<file path="config.mk">
export PLATFORM = sky130hd
export DESIGN_NAME = pattern_count_ctrl_flat
export DESIGN_NICKNAME = d
export VERILOG_FILES = /design/src/rtl/pattern_count_ctrl_if.sv /design/src/rtl/pattern_count_ctrl.sv /design/src/flat_wrapper.sv
export SDC_FILE = /design/constraint.sdc
export NUM_CORES = 1
export LEC_CHECK = 0
export BUFFER_PORTS_ARGS = -buffer_cell sky130_fd_sc_hd__buf_2
export CAP_MARGIN = 5
export CELL_PAD_IN_SITES_DETAIL_PLACEMENT = 1
export CELL_PAD_IN_SITES_GLOBAL_PLACEMENT = 2
export CORE_AREA = 3 3 77 79
export DETAILED_ROUTE_END_ITERATION = 8
export DIE_AREA = 0 0 80 82
export HOLD_SLACK_MARGIN = 0.15
export PLACE_DENSITY_LB_ADDON = 0.1
export SLEW_MARGIN = 10
export SYNTH_ARGS = -nofsm -noshare
export SYNTH_HDL_FRONTEND = slang
export SYNTH_SLANG_ARGS = --single-unit
export TNS_END_PERCENT = 10
</file>
<file path="constraint.sdc">
create_clock -name clk -period 2 [get_ports clk]
set_clock_uncertainty 0.1 [all_clocks]
set_input_delay 0.4 -clock clk [delete_from_list [all_inputs] [get_ports clk]]
set_output_delay 0.4 -clock clk [all_outputs]
set_load 0.02 [all_outputs]
</file>
<file path="src/rtl/pattern_count_ctrl_if.sv">
// Handshake/bus bundle for the serial pattern counter controller.
// master drives frame setup, serial data and result acceptance; slave is the controller.
interface pattern_count_ctrl_if #(
  parameter int unsigned PAT_W = 4,
  parameter int unsigned LEN_W = 8,
  parameter int unsigned CNT_W = 8
) ();
  logic             start;
  logic [PAT_W-1:0] pattern;
  logic [LEN_W-1:0] frame_len;
  logic             cin;
  logic             cin_valid;
  logic             cin_ready;
  logic             cout;
  logic             busy;
  logic [CNT_W-1:0] count;
  logic             done_valid;
  logic             done_ready;

  modport master (
    output start, pattern, frame_len, cin, cin_valid, done_ready,
    input  cin_ready, cout, busy, count, done_valid
  );

  modport slave (
    input  start, pattern, frame_len, cin, cin_valid, done_ready,
    output cin_ready, cout, busy, count, done_valid
  );
endinterface

</file>
<file path="src/rtl/pattern_count_ctrl.sv">
// Serial pattern detector sequencer: latches a pattern and frame length, accepts that many
// bits over valid/ready, counts overlapping matches (saturating) and hands back the count.
module pattern_count_ctrl #(
  parameter int unsigned PAT_W = 4,
  parameter int unsigned LEN_W = 8,
  parameter int unsigned CNT_W = 8
) (
  input logic                clk,
  input logic                rst,
  pattern_count_ctrl_if.slave bus
);

  localparam int unsigned FillW = $clog2(PAT_W + 1);
  localparam logic [FillW-1:0] FillMax = FillW'(PAT_W);
  localparam logic [FillW-1:0] FillThr = FillW'(PAT_W - 1);

  typedef enum logic [1:0] {StIdle, StRun, StDone} state_e;

  state_e           state_q, state_d;
  logic [PAT_W-1:0] pat_q, pat_d;
  logic [PAT_W-1:0] hist_q, hist_d;
  logic [FillW-1:0] fill_q, fill_d;
  logic [LEN_W-1:0] rem_q, rem_d;
  logic [CNT_W-1:0] cnt_q, cnt_d;
  logic             cout_q, cout_d;

  logic [PAT_W-1:0] window;
  logic             accept;

  // Candidate window with the incoming bit as LSB; the top history bit falls off.
  always_comb begin
    window = PAT_W'({hist_q, bus.cin});
    accept = (state_q == StRun) && bus.cin_valid;
  end

  // Next-state and datapath updates.
  always_comb begin
    state_d = state_q;
    pat_d   = pat_q;
    hist_d  = hist_q;
    fill_d  = fill_q;
    rem_d   = rem_q;
    cnt_d   = cnt_q;
    cout_d  = 1'b0;
    unique case (state_q)
      StIdle: begin
        if (bus.start) begin
          cnt_d = '0;
          if (bus.frame_len != '0) begin
            pat_d   = bus.pattern;
            rem_d   = bus.frame_len;
            hist_d  = '0;
            fill_d  = '0;
            state_d = StRun;
          end else begin
            state_d = StDone;
          end
        end
      end
      StRun: begin
        if (accept) begin
          hist_d = window;
          fill_d = (fill_q == FillMax) ? fill_q : fill_q + 1'b1;
          rem_d  = rem_q - 1'b1;
          // Fill gate keeps stale/cleared history from producing early matches.
          if ((fill_q >= FillThr) && (window == pat_q)) begin
            cout_d = 1'b1;
            if (cnt_q != '1) begin
              cnt_d = cnt_q + 1'b1;
            end
          end
          if (rem_q == LEN_W'(1)) begin
            state_d = StDone;
          end
        end
      end
      StDone: begin
        if (bus.done_ready) begin
          state_d = StIdle;
        end
      end
      default: state_d = StIdle;
    endcase
  end

  // State registers with synchronous reset.
  always_ff @(posedge clk) begin
    if (rst) begin
      state_q <= StIdle;
      pat_q   <= '0;
      hist_q  <= '0;
      fill_q  <= '0;
      rem_q   <= '0;
      cnt_q   <= '0;
      cout_q  <= 1'b0;
    end else begin
      state_q <= state_d;
      pat_q   <= pat_d;
      hist_q  <= hist_d;
      fill_q  <= fill_d;
      rem_q   <= rem_d;
      cnt_q   <= cnt_d;
      cout_q  <= cout_d;
    end
  end

  assign bus.cin_ready  = (state_q == StRun);
  assign bus.busy       = (state_q != StIdle);
  assign bus.done_valid = (state_q == StDone);
  assign bus.cout       = cout_q;
  assign bus.count      = cnt_q;

endmodule
</file>
<file path="src/flat_wrapper.sv">
// flat-port wrapper written by rule: the top's interface ports become plain ports
module pattern_count_ctrl_flat 
#(
  parameter int unsigned PAT_W = 4,
  parameter int unsigned LEN_W = 8,
  parameter int unsigned CNT_W = 8
)
  (clk, rst, bus_start, bus_pattern, bus_frame_len, bus_cin, bus_cin_valid, bus_done_ready, bus_cin_ready, bus_cout, bus_busy, bus_count, bus_done_valid);
  pattern_count_ctrl_if #(.PAT_W(PAT_W), .LEN_W(LEN_W), .CNT_W(CNT_W)) bus_i ();
  input logic clk;
  input logic rst;
  input wire logic [$bits(bus_i.start)-1:0] bus_start;
  input wire logic [$bits(bus_i.pattern)-1:0] bus_pattern;
  input wire logic [$bits(bus_i.frame_len)-1:0] bus_frame_len;
  input wire logic [$bits(bus_i.cin)-1:0] bus_cin;
  input wire logic [$bits(bus_i.cin_valid)-1:0] bus_cin_valid;
  input wire logic [$bits(bus_i.done_ready)-1:0] bus_done_ready;
  output wire logic [$bits(bus_i.cin_ready)-1:0] bus_cin_ready;
  output wire logic [$bits(bus_i.cout)-1:0] bus_cout;
  output wire logic [$bits(bus_i.busy)-1:0] bus_busy;
  output wire logic [$bits(bus_i.count)-1:0] bus_count;
  output wire logic [$bits(bus_i.done_valid)-1:0] bus_done_valid;
  assign bus_i.start = bus_start;
  assign bus_i.pattern = bus_pattern;
  assign bus_i.frame_len = bus_frame_len;
  assign bus_i.cin = bus_cin;
  assign bus_i.cin_valid = bus_cin_valid;
  assign bus_i.done_ready = bus_done_ready;
  assign bus_cin_ready = bus_i.cin_ready;
  assign bus_cout = bus_i.cout;
  assign bus_busy = bus_i.busy;
  assign bus_count = bus_i.count;
  assign bus_done_valid = bus_i.done_valid;
  pattern_count_ctrl #(.PAT_W(PAT_W), .LEN_W(LEN_W), .CNT_W(CNT_W)) u_core (.clk(clk), .rst(rst), .bus(bus_i));
endmodule
</file>
==> results.txt, run 1 <==
Post-synth EDFFs - 0
Clock power frac - 40.5%
Post-synthesis sequential area ratio - 34.81%
Clk sinks - 29
Post-DP HPWL - 3.974 mm
Post-synth ARST share - 0%
Routed via count - 1703
Vias in the first global route - 1732
CP Data Required Time - 2100 ps
Post-Syn Area per Cell - 8.257 um^2
Max-Cap Viols - 0
Setup Viol. Count Final - 0
Critical-path cell list - ha_1, ha_1, a211o_1, nand3_1, nor4_1, mux2i_1
Sw Pwr - 428.4 uW
Drt pass-1 iters - 4
Top post-synthesis cells by area - dfxtp_1 (35%), mux2i_1 (6.0%), a21oi_1 (5.1%)
Die X - 80 um
Largest net degree at the start of global routing - 21
Worst-path clk slew - 70 ps
Tcrit/Tclk final - 96.82%
Layout cell share with drive strength beyond 1 - 21.99%
RSZ-0062 raised after global routing - yes
WL/cell - 16.31 um
Total gr overflow - 0
Seq cells post-synth - 29
Status - finished clean
Hold Buf Count CTS - 0
H-tree levels - 2
Detailed Route WL - 5.106 mm
Combinational share of power - 18.9%
Tmin final - 1936 ps
Most common cell on crit path - ha_1
Max-Slew Margin vs Limit - 69.08%
Lkg Pwr - 0.0008289 uW
Crit. End Element - flip-flop
DIE HEIGHT - 82 um
Filler instances - 661
Sw frac - 27.50%
Skew-Pair Late Insertion Delay - 280 ps
Post-synth cell types - 43
Clock root cell - clkbuf_8
Area delta synth->final - 23.33%
Biggest cell delay along the critical path - 490 ps
Die ar. - 6560 um^2
1st-iter DRT viols - 100
Most frequent cell after synthesis - dfxtp_1
Tightest Pin Transition - 462.1 ps
Arrival time at the worst endpoint - 2040 ps
Initial antenna violation count - 0
CP Launch Type - flip-flop
Fmax - 516.4 MHz
Synth cell count leaders - dfxtp_1 (29), a21oi_1 (17), nand2_1 (17)
Slew Limit Fails - 0
Cell Rows - 27
Port bufs - 29
Starting Density - 30.86%
All-Layer GR Usage - 16.24%
Seq pwr share - 40.6%
N_diodes - 0
TritonCTS clock tree - yes
CTS buffer count - 5
Max Fanout on Critical Path - 6
Synth top area share - 34.81%
Max Buffers Root-to-Sink - 2
Dominant cell type by area after synthesis - dfxtp_1
Nets - 264
Post-DRT Antenna Nets - 0
Drc violations - 0
First-pass GRT wire length - 8.376 mm
Yosys warning count - 0
Final core utilization - 38.06%
Mapped cell area - 1668 um^2
WS Path Type - reg -> reg
Fin Setup TNS - 0 ps
PD cells - 757.4 nW/um^2
Core area - 5405 um^2
I/O pins - 30
Slowest cell on crit path - nor4_1
VDD IR-drop max - 0.3636 mV
Total setup buffers inserted after CTS - 0
Final hold vios - 0
Syn Nets - 226
Pint - 1130 uW
Main flop type after synthesis - dfxtp_1
Placer Congestion - 0.8271
Post-Syn Instances - 202
DR vias/cell - 5.441
Hold WC Path Type - in -> reg
-- logic make-up after synthesis --
family / share of synthesized area (%)
compound gates: 18.23
mux: 6.002
flops: 34.81
xor+xnor: 2.100
simple gates: 28.58
buf+inv: 5.776
fa+ha+maj: 4.501
-- placed cells by master (no fill, tap or decap), drive strengths merged, types with 2 or more instances in the layout --
| master | instances |
|---|---|
| ha | 6 |
| a21oi | 17 |
| buf | 41 |
| o21ai | 5 |
| o31ai | 3 |
| nand2b | 3 |
| a22oi | 4 |
| or2 | 7 |
| nor3 | 5 |
| inv | 10 |
| nand2 | 17 |
| and4 | 3 |
| nand4 | 8 |
| dfxtp | 29 |
| and3 | 3 |
| clkbuf | 7 |
| and2 | 3 |
| nor2 | 12 |
| a221o | 2 |
| a31oi | 3 |
| mux2i | 10 |
| xnor2 | 4 |
| nand3 | 10 |
| or4 | 3 |
| or3 | 3 |
| nor2b | 2 |
| o32ai | 5 |
| nor4 | 7 |
-- through the flow --
stage          instances  setup slack [ps]  total power (uW)  cell area (um^2)  hold slack, ps
2_1_floorplan        202             198.3             837.3              1668           347.6
3_3_place_gp         305             51.82             929.4              1934           367.7
4_1_cts              313             27.67              1575              2051           251.6
6_report             313             63.51              1558              2057           255.7
5_1_grt              313            -87.28              1634              2057           273.5
3_5_place_dp         305            -6.978             937.8              1934           373.4
-- critical path: cells and delay by family (launching register included) --
| family | cells | cell delay (ps) |
|---|---|---|
| compound gates | 1 | 150 |
| fa+ha+maj | 2 | 280 |
| flops | 1 | 350 |
| mux | 1 | 240 |
| simple gates | 2 | 720 |
-- routing by layer --
layer  up-vias  part of all wire, %  track usage, %
met4         0                  1.5           5.574
met2        39                   49           27.90
met5         -                    0               0
met1       831                   46           20.34
met3         8                  4.3           3.070
li1        825                    -               -
-- final cells by class --
type	count	area (um^2)	share of cell area (%)
repair buffers	41	235.2	11.44
clock inverters	1	30.03	1.460
flip-flops and latches	29	580.6	28.22
inverters	10	37.54	1.825
multi-input cells	153	997.2	48.48
clock buffers	7	86.33	4.197
well taps	72	90.09	4.380
-- final timing paths --
path / from / endpoint / slack [ps] / cells after the start
setup reg to reg: u_core.fill_q[1]$_SDFFE_PP0P_ / u_core.bus.count[4]$_SDFFE_PP0P_ / 60 / 6
hold reg to reg: u_core.rem_q[6]$_SDFFE_PP0P_ / u_core.rem_q[6]$_SDFFE_PP0P_ / 380 / 2
setup / recovery: u_core.fill_q[1]$_SDFFE_PP0P_ / u_core.bus.count[4]$_SDFFE_PP0P_ / 60 / 6
hold / removal: bus_pattern[3] / u_core.pat_q[3]$_SDFFE_PP0P_ / 260 / 3
-- sequential cells by signal, indices dropped and copies added (netlist names) --
signal,cells
u_core.bus.count,8
u_core.rem_q,8
u_core.hist_q,3
u_core.fill_q,3
u_core.state_q,2
u_core.bus.cout,1
u_core.pat_q,4
-- power by group through the flow --
stage / Sequential (uW) / Clock, uW / Combinational, uW
after CTS: 633 / 648 / 294
after global routing: 637 / 672 / 325
final: 633 / 631 / 294
after floorplan: 639 / 0 / 198
after global placement: 644 / 0 / 285
after detailed placement: 646 / 0 / 292
-- timing repair --
item / in CTS / in global routing
resized for setup: 0 / 1
endpoints found under the setup margin: 0 / 3
endpoints found under the hold margin: 0 / 0
No activity file was read; power rests on OpenSTA's default activity.
==> inputs of run 2 (changes only) <==
--- a/config.mk
+++ b/config.mk
@@ -8,10 +8,10 @@
 export BUFFER_PORTS_ARGS = -buffer_cell sky130_fd_sc_hd__buf_2
 export CAP_MARGIN = 5
 export CELL_PAD_IN_SITES_DETAIL_PLACEMENT = 1
-export CELL_PAD_IN_SITES_GLOBAL_PLACEMENT = 2
-export CORE_AREA = 3 3 77 79
+export CELL_PAD_IN_SITES_GLOBAL_PLACEMENT = 1
+export CORE_AREA = 3 3 68 70
 export DETAILED_ROUTE_END_ITERATION = 8
-export DIE_AREA = 0 0 80 82
+export DIE_AREA = 0 0 71 73
 export HOLD_SLACK_MARGIN = 0.15
 export PLACE_DENSITY_LB_ADDON = 0.1
 export SLEW_MARGIN = 10
==> results.txt, run 2 (synthesis results as in run 1) <==
1st-iter DRT viols - 79 (-21%)
Nets - 262 (-0.76%)
CP Data Required Time - 2050 ps (-50 ps)
Core area - 4029 um^2 (-25%)
Design Power - 1471 uW (-5.6%)
Filler instances - 491 (-26%)
Tightest Pin Transition - 552.4 ps (+90.25 ps)
H-tree levels - 2 (unchanged)
Detailed Route WL - 5.225 mm (+2.3%)
Largest net degree at the start of global routing - 20 (-4.8%)
Setup Viol. Count Final - 0 (unchanged)
Max-Cap Viols - 0 (unchanged)
Combinational share of power - 20.6% (+1.7 points)
N_diodes - 0 (unchanged)
Max Buffers Root-to-Sink - 2 (unchanged)
Clk sinks - 29 (unchanged)
Worst-path clk slew - 60 ps (about the same)
Final hold vios - 0 (unchanged)
Post-DP HPWL - 4.022 mm (+1.2%)
Drt pass-1 iters - 4 (unchanged)
Hold WC Path Type - in -> reg
Clock power frac - 36.1% (-4.4 points)
Tmin final - 1830 ps (-106.4 ps)
Total setup buffers inserted after CTS - 0 (unchanged)
Crit. End Element - flip-flop
RSZ-0062 raised after global routing - no
Finished Layout Cells - 289 (-7.7%)
VDD IR-drop max - 0.3352 mV (-7.8%)
Max-Slew Margin vs Limit - 62.84% (-6.2 points)
DIE HEIGHT - 73 um (-11%)
Cell Rows - 23 (-15%)
Slew Limit Fails - 0 (unchanged)
Tcrit/Tclk final - 91.50% (-5.3 points)
Port bufs - 29 (unchanged)
Post-DP Area - 1892 um^2 (-2.2%)
Most frequent cells in the layout - buf_2 (29), dfxtp_1 (29), a21oi_1 (17), nand2_1 (17), nor2_1 (12)
Routed via count - 1704 (+0.059%)
Initial antenna violation count - 0 (unchanged)
Status - finished clean
Lkg Pwr - 0.0008138 uW (-1.8%)
I/O pins - 30 (unchanged)
Pint - 1036 uW (-8.3%)
CP Launch Type - flip-flop
Sw frac - 29.60% (+2.1 points)
Post-DRT Antenna Nets - 0 (unchanged)
Die X - 71 um (-11%)
Fin area - 2046 um^2 (-0.55%)
All-Layer GR Usage - 21.55% (+5.3 points)
TritonCTS clock tree - yes
First-pass GRT wire length - 8.687 mm (+3.7%)
Placed insts - 281 (-7.9%)
Drc violations - 0 (unchanged)
CTS buffer count - 5 (unchanged)
PD cells - 719.0 nW/um^2 (-5.1%)
Die ar. - 5183 um^2 (-21%)
DR vias/cell - 5.896 (+8.4%)
Fmax - 546.4 MHz (+5.8%)
Hold Buf Count CTS - 0 (unchanged)
Skew-Pair Late Insertion Delay - 280 ps (about the same)
Starting Density - 41.40% (+11 points)
Arrival time at the worst endpoint - 1880 ps (-160 ps)
Vias in the first global route - 1766 (+2.0%)
Clock root cell - clkbuf_8
WL/cell - 18.08 um (+11%)
Sw Pwr - 435.4 uW (+1.6%)
Area delta synth->final - 22.66%
Total gr overflow - 0 (unchanged)
WS Path Type - reg -> reg
Max Fanout on Critical Path - 7 (+1)
FF-to-FF setup slack - 170 ps (+110 ps)
Layout cell share with drive strength beyond 1 - 23.85% (+1.9 points)
Seq pwr share - 43.3% (+2.7 points)
Placer Congestion - 0.8775 (+6.1%)
[run 2: worst paths after layout]
path | startpoint | to | cells after the start
max | u_core.hist_q[2]$_SDFFE_PP0P_ | u_core.bus.count[0]$_SDFFE_PP0P_ | 4
max reg2reg | u_core.hist_q[2]$_SDFFE_PP0P_ | u_core.bus.count[0]$_SDFFE_PP0P_ | 4
min reg2reg | u_core.rem_q[5]$_SDFFE_PP0P_ | u_core.rem_q[5]$_SDFFE_PP0P_ | 2
min | bus_pattern[3] | u_core.pat_q[3]$_SDFFE_PP0P_ | 3
[run 2: per-layer routing]
metal / up-vias / GRT usage, % / wire [um]
li1: 822 / - / -
met5: - / 0 / 0
met4: 0 / 6.681 / 77
met3: 9 / 5.647 / 228
met2: 41 / 36.15 / 2497
met1: 832 / 27.12 / 2422
[run 2: cell type report]
class                           count  area, um^2  area share [%]
Clock buffer                        7       96.34           4.709
Multi-Input combinational cell    153        1044           51.01
Timing Repair Buffer               39       220.2           10.76
Sequential cell                    29       580.6           28.38
Tap cell                           50       62.56           3.058
Inverter                           10       37.54           1.835
Clock inverter                      1       5.005          0.2446
[run 2: timing repair]
action,in CTS,in global routing
pin swaps,0,1
endpoints found under the setup margin,2,5
resized for setup,0,8
endpoints found under the hold margin,0,0
[run 2: power groups by stage]
stage	registers [uW]	logic (uW)	clock network, uW
after floorplan	639	198	0
after global placement	645	283	0
after detailed placement	648	293	0
after CTS	636	296	549
after global routing	640	335	579
final	636	303	531
[run 2: through the flow]
step	setup slack [ps]	util [%]	setup TNS (ps)	hold WS, ps
after global placement	54.14	46.96	0	367.2
after CTS	-43.09	49.47	-65.88	245.6
after detailed placement	-21.73	46.96	-61.62	382.0
after floorplan	198.3	-	0	347.6
final	169.9	50.78	0	254.6
after global routing	1.183	50.78	0	272.2
[run 2: worst max-delay path, stage by stage, from the launching register on]
cell      delay [ps]
dfxtp_1          320
xnor2_1          220
nand4_1          450
o31ai_1          460
a311oi_1         150
==> inputs of run 3 (changes only) <==
--- a/config.mk
+++ b/config.mk
@@ -14,6 +14,7 @@
 export DIE_AREA = 0 0 71 73
 export HOLD_SLACK_MARGIN = 0.15
 export PLACE_DENSITY_LB_ADDON = 0.1
+export RECOVER_POWER = 50
 export SLEW_MARGIN = 10
 export SYNTH_ARGS = -nofsm -noshare
 export SYNTH_HDL_FRONTEND = slang
==> results.txt, run 3 (synthesis results as in run 1) <==
Routed via count - 1705 (+0.059%)
N_diodes - 0 (unchanged)
CTS buffer count - 5 (unchanged)
Slew Limit Fails - 0 (unchanged)
Setup Viol. Count Final - 0 (unchanged)
VDD IR-drop max - 0.3342 mV (-0.29%)
Placer Congestion - 0.8775 (unchanged)
Max Fanout on Critical Path - 10 (+3)
DIE HEIGHT - 73 um (unchanged)
Max-Slew Margin vs Limit - 63.02% (+0.19 points)
Nets - 262 (unchanged)
Clock root cell - clkbuf_8
Hold Buf Count CTS - 0 (unchanged)
Post-DRT Antenna Nets - 0 (unchanged)
Clk sinks - 29 (unchanged)
Worst-path clk slew - 60 ps (about the same)
PD cells - 724.5 nW/um^2 (+0.76%)
Status - finished clean
Final hold vios - 0 (unchanged)
Cell Rows - 23 (unchanged)
Total setup buffers inserted after CTS - 0 (unchanged)
Die X - 71 um (unchanged)
Drt pass-1 iters - 4 (unchanged)
DR vias/cell - 5.900 (about the same)
Tightest Pin Transition - 549.6 ps (-2.760 ps)
Core area - 4029 um^2 (unchanged)
Detailed Route WL - 5.237 mm (+0.23%)
RSZ-0062 raised after global routing - no
Drc violations - 0 (unchanged)
WL/cell - 18.12 um (+0.23%)
Port bufs - 29 (unchanged)
Largest net degree at the start of global routing - 20 (unchanged)
Layout cell share with drive strength beyond 1 - 19.25% (-4.6 points)
Starting Density - 41.40% (unchanged)
Fin area - 2028 um^2 (-0.86%)
Skew-Pair Late Insertion Delay - 280 ps (about the same)
Vias in the first global route - 1766 (unchanged)
WS Path Type - in -> reg
First-pass GRT wire length - 8.687 mm (unchanged)
Crit. End Element - flip-flop
All-Layer GR Usage - 21.55% (unchanged)
Post-DP Area - 1892 um^2 (unchanged)
Fmax - 532.5 MHz (-2.6%)
Die ar. - 5183 um^2 (unchanged)
CP Launch Type - primary input
Lkg Pwr - 0.0007691 uW (-5.5%)
CP Data Required Time - 2070 ps (+20 ps)
Post-DP HPWL - 4.022 mm (unchanged)
Arrival time at the worst endpoint - 1950 ps (+70 ps)
I/O pins - 30 (unchanged)
H-tree levels - 2 (unchanged)
Total gr overflow - 0 (unchanged)
Initial antenna violation count - 0 (unchanged)
Tmin final - 1878 ps (+47.95 ps)
Tcrit/Tclk final - 93.90% (+2.4 points)
Max Buffers Root-to-Sink - 2 (unchanged)
Most frequent cells in the layout - dfxtp_1 (29), buf_2 (20), a21oi_1 (17), nand2_1 (17), nor2_1 (12)
Commonest non-fill, non-tap cell in the layout - dfxtp_1
Hold WC Path Type - in -> reg
Area delta synth->final - 21.61%
TritonCTS clock tree - yes
Max-Cap Viols - 0 (unchanged)
1st-iter DRT viols - 66 (-16%)
Fin Setup TNS - 0 ps (unchanged)
run 3: layout make-up:
type | instances | area, um^2
Fill cell | 495 | 2001
Multi-Input combinational cell | 153 | 1040
Sequential cell | 29 | 580.6
Timing Repair Buffer | 39 | 206.4
Clock buffer | 7 | 96.34
Tap cell | 50 | 62.56
Inverter | 10 | 37.54
Clock inverter | 1 | 5.005
run 3: power breakdown:
part           total (uW)  internal, uW  switching (uW)
clock                 532           310             222
sequential            637           606            30.4
combinational         301           117             184
run 3: per-stage QoR:
| stage | hold slack (ps) | instances | util (%) | power [uW] | setup WS [ps] |
|---|---|---|---|---|---|
| floorplan | 347.6 | 202 | - | 837.3 | 198.3 |
| global placement | 367.2 | 281 | 46.96 | 928.7 | 54.14 |
| detailed placement | 382.0 | 281 | 46.96 | 941.3 | -21.73 |
| CTS | 245.6 | 289 | 49.47 | 1481 | -43.09 |
| global route | 272.2 | 289 | 50.34 | 1551 | 1.023 |
| finish | 255.2 | 289 | 50.34 | 1469 | 122.0 |
run 3: path summary, 6_finish.rpt:
| path | start | cells past startpoint | slack, ps | to |
|---|---|---|---|---|
| setup / recovery | bus_frame_len[1] | 6 | 120 | u_core.pat_q[1]$_SDFFE_PP0P_ |
| hold / removal | bus_pattern[3] | 3 | 260 | u_core.pat_q[3]$_SDFFE_PP0P_ |
| setup reg to reg | u_core.fill_q[0]$_SDFFE_PP0P_ | 6 | 160 | u_core.bus.count[4]$_SDFFE_PP0P_ |
| hold reg to reg | u_core.hist_q[2]$_SDFFE_PP0P_ | 2 | 390 | u_core.hist_q[2]$_SDFFE_PP0P_ |
run 3: worst max-delay path, stage by stage:
cell and delay (ps):
buf_2 100, or4_1 550, o21ai_1 280, clkbuf_2 320, mux2i_1 220, nor2_1 70
run 3: what timing repair did:
item                       4_1_cts  5_1_grt
pin swaps                        0        1
cloned                           0        0
setup endpoints to repair        2        5
gates resized for setup          0        8
run 3: layer usage:
metal	vias up	track usage (%)	share of wire (%)
li1	822	-	-
met1	834	27.12	47
met2	40	36.15	47
met3	9	5.647	4.2
met4	0	6.681	1.5
met5	-	0	0
